### src/rtl/fluxo_dados_contador_param_if.sv
// ============================================================================
// fluxo_dados_contador_param_if
// Control, switch and status bundle between the control unit and the datapath.
// Revision: 1.0
// ============================================================================
`default_nettype none

interface fluxo_dados_contador_param_if #(
  parameter int N = 4
);
  logic         carrega;
  logic         registra;
  logic         conta;
  logic         sentido;
  logic [N-1:0] chaves;
  logic         menor;
  logic         maior;
  logic         igual;
  logic         igual_pulso;
  logic         fim;
  logic         estouro;
  logic [N-1:0] db_contagem;
  logic [N-1:0] db_referencia;

  modport master (
    output carrega, registra, conta, sentido, chaves,
    input  menor, maior, igual, igual_pulso, fim, estouro,
           db_contagem, db_referencia
  );

  modport slave (
    input  carrega, registra, conta, sentido, chaves,
    output menor, maior, igual, igual_pulso, fim, estouro,
           db_contagem, db_referencia
  );
endinterface

`default_nettype wire

### src/rtl/fluxo_dados_contador_param.sv
// ============================================================================
// fluxo_dados_contador_param
// N-bit modulo-MODULO up/down counter with saturating loads, reference register,
// magnitude comparator, sticky wrap flag and single-cycle equality pulse.
// Revision: 1.0
// ============================================================================
`default_nettype none

module fluxo_dados_contador_param #(
  parameter int N      = 4,
  parameter int MODULO = 16
) (
  input  wire                              clock,
  input  wire                              zera_n,
  fluxo_dados_contador_param_if.slave      bus
);

  localparam logic [N:0]   MOD_EXT = (N+1)'(MODULO);
  localparam logic [N-1:0] MAX_C   = N'(MODULO - 1);

  logic [N-1:0] contagem;
  logic [N-1:0] referencia;
  logic         estouro;
  logic         igual_d;

  logic [N-1:0] contagem_next;
  logic         wrap;
  logic [N-1:0] chaves_sat;
  logic         igual;

  // Switch values at or beyond the modulus clamp to the last valid count.
  always_comb begin
    chaves_sat = bus.chaves;
    if ({1'b0, bus.chaves} >= MOD_EXT) begin
      chaves_sat = MAX_C;
    end
  end

  always_comb begin
    contagem_next = contagem;
    wrap          = 1'b0;
    if (bus.carrega) begin
      contagem_next = chaves_sat;
    end else if (bus.conta) begin
      if (!bus.sentido) begin
        if (contagem == MAX_C) begin
          contagem_next = '0;
          wrap          = 1'b1;
        end else begin
          contagem_next = contagem + 1'b1;
        end
      end else begin
        if (contagem == '0) begin
          contagem_next = MAX_C;
          wrap          = 1'b1;
        end else begin
          contagem_next = contagem - 1'b1;
        end
      end
    end
  end

  assign igual = (contagem == referencia);

  // igual_d starts at 1 so the equal state right after reset is not an edge.
  always_ff @(posedge clock) begin
    if (!zera_n) begin
      contagem   <= '0;
      referencia <= '0;
      estouro    <= 1'b0;
      igual_d    <= 1'b1;
    end else begin
      contagem <= contagem_next;
      if (bus.registra) begin
        referencia <= chaves_sat;
      end
      if (wrap) begin
        estouro <= 1'b1;
      end
      igual_d <= igual;
    end
  end

  assign bus.igual         = igual;
  assign bus.menor         = (contagem < referencia);
  assign bus.maior         = (contagem > referencia);
  assign bus.igual_pulso   = igual & ~igual_d;
  assign bus.fim           = bus.sentido ? (contagem == '0) : (contagem == MAX_C);
  assign bus.estouro       = estouro;
  assign bus.db_contagem   = contagem;
  assign bus.db_referencia = referencia;

endmodule

`default_nettype wire
### src/flat_wrapper.sv
// flat-port wrapper written by rule: the top's interface ports become plain ports
module fluxo_dados_contador_param_flat 
#(
  parameter int N      = 4,
  parameter int MODULO = 16
)
  (clock, zera_n, bus_carrega, bus_registra, bus_conta, bus_sentido, bus_chaves, bus_menor, bus_maior, bus_igual, bus_igual_pulso, bus_fim, bus_estouro, bus_db_contagem, bus_db_referencia);
  fluxo_dados_contador_param_if #(.N(N)) bus_i ();
  input  wire clock;
  input  wire zera_n;
  input wire logic [$bits(bus_i.carrega)-1:0] bus_carrega;
  input wire logic [$bits(bus_i.registra)-1:0] bus_registra;
  input wire logic [$bits(bus_i.conta)-1:0] bus_conta;
  input wire logic [$bits(bus_i.sentido)-1:0] bus_sentido;
  input wire logic [$bits(bus_i.chaves)-1:0] bus_chaves;
  output wire logic [$bits(bus_i.menor)-1:0] bus_menor;
  output wire logic [$bits(bus_i.maior)-1:0] bus_maior;
  output wire logic [$bits(bus_i.igual)-1:0] bus_igual;
  output wire logic [$bits(bus_i.igual_pulso)-1:0] bus_igual_pulso;
  output wire logic [$bits(bus_i.fim)-1:0] bus_fim;
  output wire logic [$bits(bus_i.estouro)-1:0] bus_estouro;
  output wire logic [$bits(bus_i.db_contagem)-1:0] bus_db_contagem;
  output wire logic [$bits(bus_i.db_referencia)-1:0] bus_db_referencia;
  assign bus_i.carrega = bus_carrega;
  assign bus_i.registra = bus_registra;
  assign bus_i.conta = bus_conta;
  assign bus_i.sentido = bus_sentido;
  assign bus_i.chaves = bus_chaves;
  assign bus_menor = bus_i.menor;
  assign bus_maior = bus_i.maior;
  assign bus_igual = bus_i.igual;
  assign bus_igual_pulso = bus_i.igual_pulso;
  assign bus_fim = bus_i.fim;
  assign bus_estouro = bus_i.estouro;
  assign bus_db_contagem = bus_i.db_contagem;
  assign bus_db_referencia = bus_i.db_referencia;
  fluxo_dados_contador_param #(.N(N), .MODULO(MODULO)) u_core (.clock(clock), .zera_n(zera_n), .bus(bus_i));
endmodule
### config.mk
export PLATFORM = sky130hd
export DESIGN_NAME = fluxo_dados_contador_param_flat
export DESIGN_NICKNAME = d
export VERILOG_FILES = /design/src/rtl/fluxo_dados_contador_param_if.sv /design/src/rtl/fluxo_dados_contador_param.sv /design/src/flat_wrapper.sv
export SDC_FILE = /design/constraint.sdc
export NUM_CORES = 1
export LEC_CHECK = 0
export ABC_CLOCK_PERIOD_IN_PS = 2800
export CORE_AREA = 2 2 40 42
export CTS_BUF_LIST = sky130_fd_sc_hd__clkbuf_4 sky130_fd_sc_hd__clkbuf_8
export DETAILED_ROUTE_END_ITERATION = 10
export DIE_AREA = 0 0 42 44
export GPL_TIMING_DRIVEN = 1
export PLACE_DENSITY = 0.82
export SLEW_MARGIN = 10
export SYNTH_ARGS = -nofsm -noshare
export SYNTH_HDL_FRONTEND = slang
export SYNTH_SLANG_ARGS = --single-unit
export TNS_END_PERCENT = 1
### constraint.sdc
create_clock -name clock -period 2.8 [get_ports clock]
set_clock_uncertainty 0.2 [all_clocks]
set_input_delay 0.84 -clock clock [delete_from_list [all_inputs] [get_ports clock]]
set_output_delay 0.84 -clock clock [all_outputs]
set_load 0.01 [all_outputs]
== Word level (Yosys, flattened, before mapping) ==
Index checks and enable logic that the tools add are counted.

* Bits in registers: 10
* Input port bits: 10
* Output and inout bits: 14
* Word-level logic and storage cells: 25

* Add/subtract/negate cells: 2
* $lt $le $gt $ge: 2
* Equal/unequal tests: 2
* Muxes and demuxes: 11
* Bitwise gates (word level): 2
* Reductions and logical operators: 2

{| class="wikitable"
|+ Operators with widths
! operator !! number
|-
| 2-to-1 mux 4 bit || 5
|-
| 2-to-1 mux 1 bit || 6
|-
| adder 4 x 1 -> 4 bit, second input constant || 1
|-
| == test 4 bit || 1
|-
| == test 4 bit, second input constant || 1
|-
| greater-than comparator 4 bit || 1
|-
| zero test 4 bit || 1
|-
| < comparator 4 bit || 1
|-
| subtractor 4 x 1 -> 4 bit, second input constant || 1
|-
| nonzero test 2 bit || 1
|-
| bitwise AND 1 bit || 1
|-
| NOT 1 bit || 1
|}

== Depth between registers and ports, before layout ==
* Word-level depth: 5
* Depth in mapped cells: 6
* Depth with buffers taken out: 6

== Worst setup path after synthesis ==
No wires, ideal clock.

* Kind: register to output
* From: register u_core.contagem[1] (netlist: u_core.bus.db_contagem[1])
* To: output port bus_menor
* Data arrival time: 1307 ps
* Required time: 1760 ps
* Path slack: 453 ps
* Cell stages (with the launch flop): 6
* Buffers on the path: 0
* Cells stage by stage: dfxtp_1 -> ha_1 -> nor2b_1 -> o21ai_0 -> nand2b_1 -> a21oi_1

* Longest elaborated chain between the ends: 1

{| class="wikitable"
|+ Ends and longest elaborated chain
! element !! line !! RTL
|-
| from (decl) || fluxo_dados_contador_param.sv:21 || <nowiki>logic [N-1:0] contagem;</nowiki>
|-
| from (signal assigned) || fluxo_dados_contador_param.sv:73 || <nowiki>contagem <= contagem_next;</nowiki>
|-
| < comparator 4 bit || fluxo_dados_contador_param.sv:85 || <nowiki>assign bus.menor = (contagem < referencia);</nowiki>
|-
| to (decl) || flat_wrapper.sv:16 || <nowiki>output wire logic [$bits(bus_i.menor)-1:0] bus_menor;</nowiki>
|}

Every way passes these cells.

== Worst setup path after layout ==
* From: register u_core.referencia[1] (netlist: u_core.bus.db_referencia[1])
* To: output port bus_menor

* Longest elaborated chain between the ends: 1

{| class="wikitable"
|+ Ends and longest elaborated chain
! element !! line !! RTL
|-
| from (decl) || fluxo_dados_contador_param.sv:22 || <nowiki>logic [N-1:0] referencia;</nowiki>
|-
| from (signal assigned) || fluxo_dados_contador_param.sv:75 || <nowiki>referencia <= chaves_sat;</nowiki>
|-
| < comparator 4 bit || fluxo_dados_contador_param.sv:85 ||
|}

Every way passes these cells.

==> results.py <==
metrics = {
    "run_status": {
        "result_of_the_run": "finished, final reports clean",
    },
    "finish": {
        "stdcell_count": 124,
        "fraction_of_layout_cells_with_a_size_suffix_above_1_pct": 13.0,
        "syn2layout_area_growth_pct": 50.6,
        "fin_nets": 125,
        "antenna-diode-count": 0,
    },
    "floorplanning": {
        "die_span_in_y_um": 44,
        "pin_count": 24,
        "rows": 14,
        "floorplan.initialDensity_pct": 45.1,
        "core-area_um2": 1420,
        "floorplan.die.width_um": 42,
        "design.die.area_um2": 1850,
    },
    "critical_path": {
        "crit-reg2reg-capture": "u_core.bus.db_contagem[1]$_SDFFE_PN0P_",
        "worstSetupEndpointType": "output pin",
        "worstPathRequired_ns": 1.76,
        "crit_path_max_fanout": 3,
        "startpoint_type": "flip-flop",
        "crit_end": "bus_menor",
        "timing_worst_setup_path_type": "reg -> out",
        "critPathLaunch": "u_core.bus.db_referencia[1]$_SDFFE_PN0P_",
        "reg2regPathDepth": 7,
        "timing.rr.start": "u_core.bus.db_contagem[1]$_SDFFE_PN0P_",
        "crit_arrival_ns": 1.66,
        "rrSetupSlack_ns": 1.14,
    },
    "global_route": {
        "grt_first_pass_wirelength_um": 2520,
        "busiest_layer": "met2",
        "first_global_vias": 603,
        "pin_count_of_the_biggest_net_entering_global_routing": 12,
        "grt_usage_pct": 18.9,
        "antenna_found_initial": 0,
        "grt_use_met3_pct": 4.17,
        "grt_use_met1_pct": 21.1,
        "global_route.overflow_total": 0,
        "met2_usage_pct": 30.9,
    },
    "route": {
        "vias": 635,
        "final_antenna_net_count": 0,
        "drt_pre_antenna_iters": 4,
        "route.detailed.vias_per_inst": 5.12,
        "drcViolationCount": 0,
        "initialDrtViolationCount": 7,
        "post_drt_wl_per_cell_um": 12.2,
        "totalWireLength_um": 1520,
    },
    "timing": {
        "finalHoldWorstSlack_ns": 0.305,
        "worst_slew_margin_relative_to_its_limit_pct": 77.2,
        "period_needed_ns": 2.70,
        "layout_worst_path_cycle_share_pct": 96.3,
        "maxClockFrequency_mhz": 371,
        "slew_violations": 0,
        "setup_viol_count_final": 0,
        "tightestPinTransition_ns": 0.341,
        "rsz_0062_raised_after_global_routing": "false",
        "final_hold_viol_count": 0,
    },
    "cts": {
        "cts_tree": "yes",
        "cts-buffers-inserted": 3,
        "tritoncts_num_sinks": 10,
        "later_pin_clock_latency_in_the_skew_report_ns": 0.28,
        "cts_root_buf": "clkbuf_4",
        "clock_transition_at_the_registers_of_the_reported_paths_ns": 0.07,
        "ctsLongestPathBuffers": 2,
        "htreeDepth": 1,
    },
    "synthesis": {
        "synth_area_per_cell_um2": 8.32,
        "synth-seq-area-share_pct": 31.3,
        "post_synth_inst_count": 77,
        "synth_ff_type": "dfxtp_1",
        "synth_cell_type_count": 25,
        "ys_ff_latch": 10,
        "synth_top_area_share_pct": 31.3,
        "netlist_top_cells_count": "dfxtp_1 (10), inv_1 (9), nor2b_1 (8), a21oi_1 (6), ha_1 (6)",
        "synth_nets": 93,
        "synth.most_common_cell": "dfxtp_1",
        "yosys-top-cells-area": "dfxtp_1 (31%), ha_1 (12%), mux2i_1 (7.8%)",
        "synth_area_leader_cell": "dfxtp_1",
        "synth-edff-count": 0,
        "yosysWarnings": 0,
        "ys_async_sr_fraction_pct": 0,
        "synthesis.area_um2": 641,
    },
    "min_path": {
        "min-delay-path-class": "reg -> reg",
    },
    "power_and_ir_drop": {
        "power.density_cell_area_nw_per_um2": 464,
        "report.power.total_w": 0.000448,
        "vdd.ir_drop.worst_mv": 0.375,
        "static-leakage-power_nw": 0.433,
    },
    "job": {
        "cap_violations": 0,
    },
    "placement": {
        "post-dp-hpwl_um": 1170,
        "numPlacedInstances": 119,
        "global_placement_routability_congestion": 0.779,
        "port_buffers": 23,
    },
}
[repair_timing]
item | CTS | global route
endpoints found under the hold margin | 0 | 0
pin swaps | 1 | 2
resized for setup | 9 | 5
cloned | 0 | 0
hold buffers | 0 | 0
setup buffers | 0 | 1
setup endpoints to repair | 5 | 3
[through the flow]
step           worst slack (ns)  TNS [ns]  utilization, %  area, µm²
5_1_grt                  0.0190         0            68.0        965
2_1_floorplan             0.453         0               -        641
6_report                  0.104         0            68.0        965
3_5_place_dp             -0.371    -0.371            65.1        923
4_1_cts                 -0.0185   -0.0185            67.0        951
3_3_place_gp             -0.360    -0.360            65.1        923
[worst min path at each step]
stage	from	endpoint	slack, ns	depth (start not counted)
after detailed placement	u_core.bus.estouro$_SDFFE_PN0P_	u_core.bus.estouro$_SDFFE_PN0P_	0.29	2
after floorplan	u_core.bus.estouro$_SDFFE_PN0P_	u_core.bus.estouro$_SDFFE_PN0P_	0.33	2
after global routing	u_core.bus.db_referencia[2]$_SDFFE_PN0P_	u_core.bus.db_referencia[2]$_SDFFE_PN0P_	0.35	2
after global placement	u_core.bus.estouro$_SDFFE_PN0P_	u_core.bus.estouro$_SDFFE_PN0P_	0.27	2
after CTS	u_core.bus.estouro$_SDFFE_PN0P_	u_core.bus.estouro$_SDFFE_PN0P_	0.31	2
final	u_core.bus.estouro$_SDFFE_PN0P_	u_core.bus.estouro$_SDFFE_PN0P_	0.31	2
[flip-flops by register name, summed over array words and instances (netlist names)]
signal,flops
u_core.bus.db_referencia,4
u_core.igual_d,1
u_core.bus.db_contagem,4
u_core.bus.estouro,1
[power by group]
group | internal (W) | total (W) | switching, W
logic | 0.0000834 | 0.000153 | 0.0000695
clock network | 0.0000792 | 0.000136 | 0.0000566
registers | 0.000153 | 0.000159 | 0.00000578
[layout by cell type, fill, tap and decap left out, types with 2 or more instances in the layout]
cell type / n
a21oi_1: 6
buf_4: 7
clkbuf_4: 3
clkdlybuf4s15_1: 2
clkdlybuf4s50_1: 17
dfxtp_1: 8
dfxtp_2: 2
dlygate4sd2_1: 2
ha_1: 6
inv_1: 9
mux2i_1: 5
nand2_1: 3
nand2b_1: 2
nand3_1: 2
nand4b_1: 2
nor2_1: 4
nor2b_1: 8
o211ai_1: 2
o21ai_0: 3
o21ai_1: 2
xnor2_1: 2
[final cells by class]
| class | count | area [µm²] |
|---|---|---|
| tap | 16 | 20.0 |
| inverter | 9 | 33.8 |
| clock buffer | 4 | 36.3 |
| timing repair buffer | 30 | 278 |
| fill | 121 | 454 |
| sequential | 10 | 203 |
| multi-input combinational | 55 | 394 |
[worst max-delay path, stage by stage (launching register included)]
cell and delay [ns]:
dfxtp_2 0.33, inv_1 0.04, ha_1 0.27, nor2b_1 0.14
o21ai_1 0.11, nand2b_1 0.08, a21oi_1 0.15, clkdlybuf4s15_1 0.25
[cell families after synthesis]
kind of cell,count (synthesis),synth area share (%)
compound gates,18,17.4
xor+xnor,2,2.73
fa+ha+maj,6,11.7
buf+inv,12,7.23
flops,10,31.2
mux,5,7.81
simple gates,24,21.9
[per-layer routing]
metal | share of wire [%] | wire length [µm] | vias up
met5 | 0 | 0 | -
met4 | 3.5 | 53 | 0
met3 | 4.6 | 70 | 5
met2 | 47 | 710 | 16
met1 | 45 | 683 | 286
li1 | - | - | 328
(Power assumes the default switching activity.)
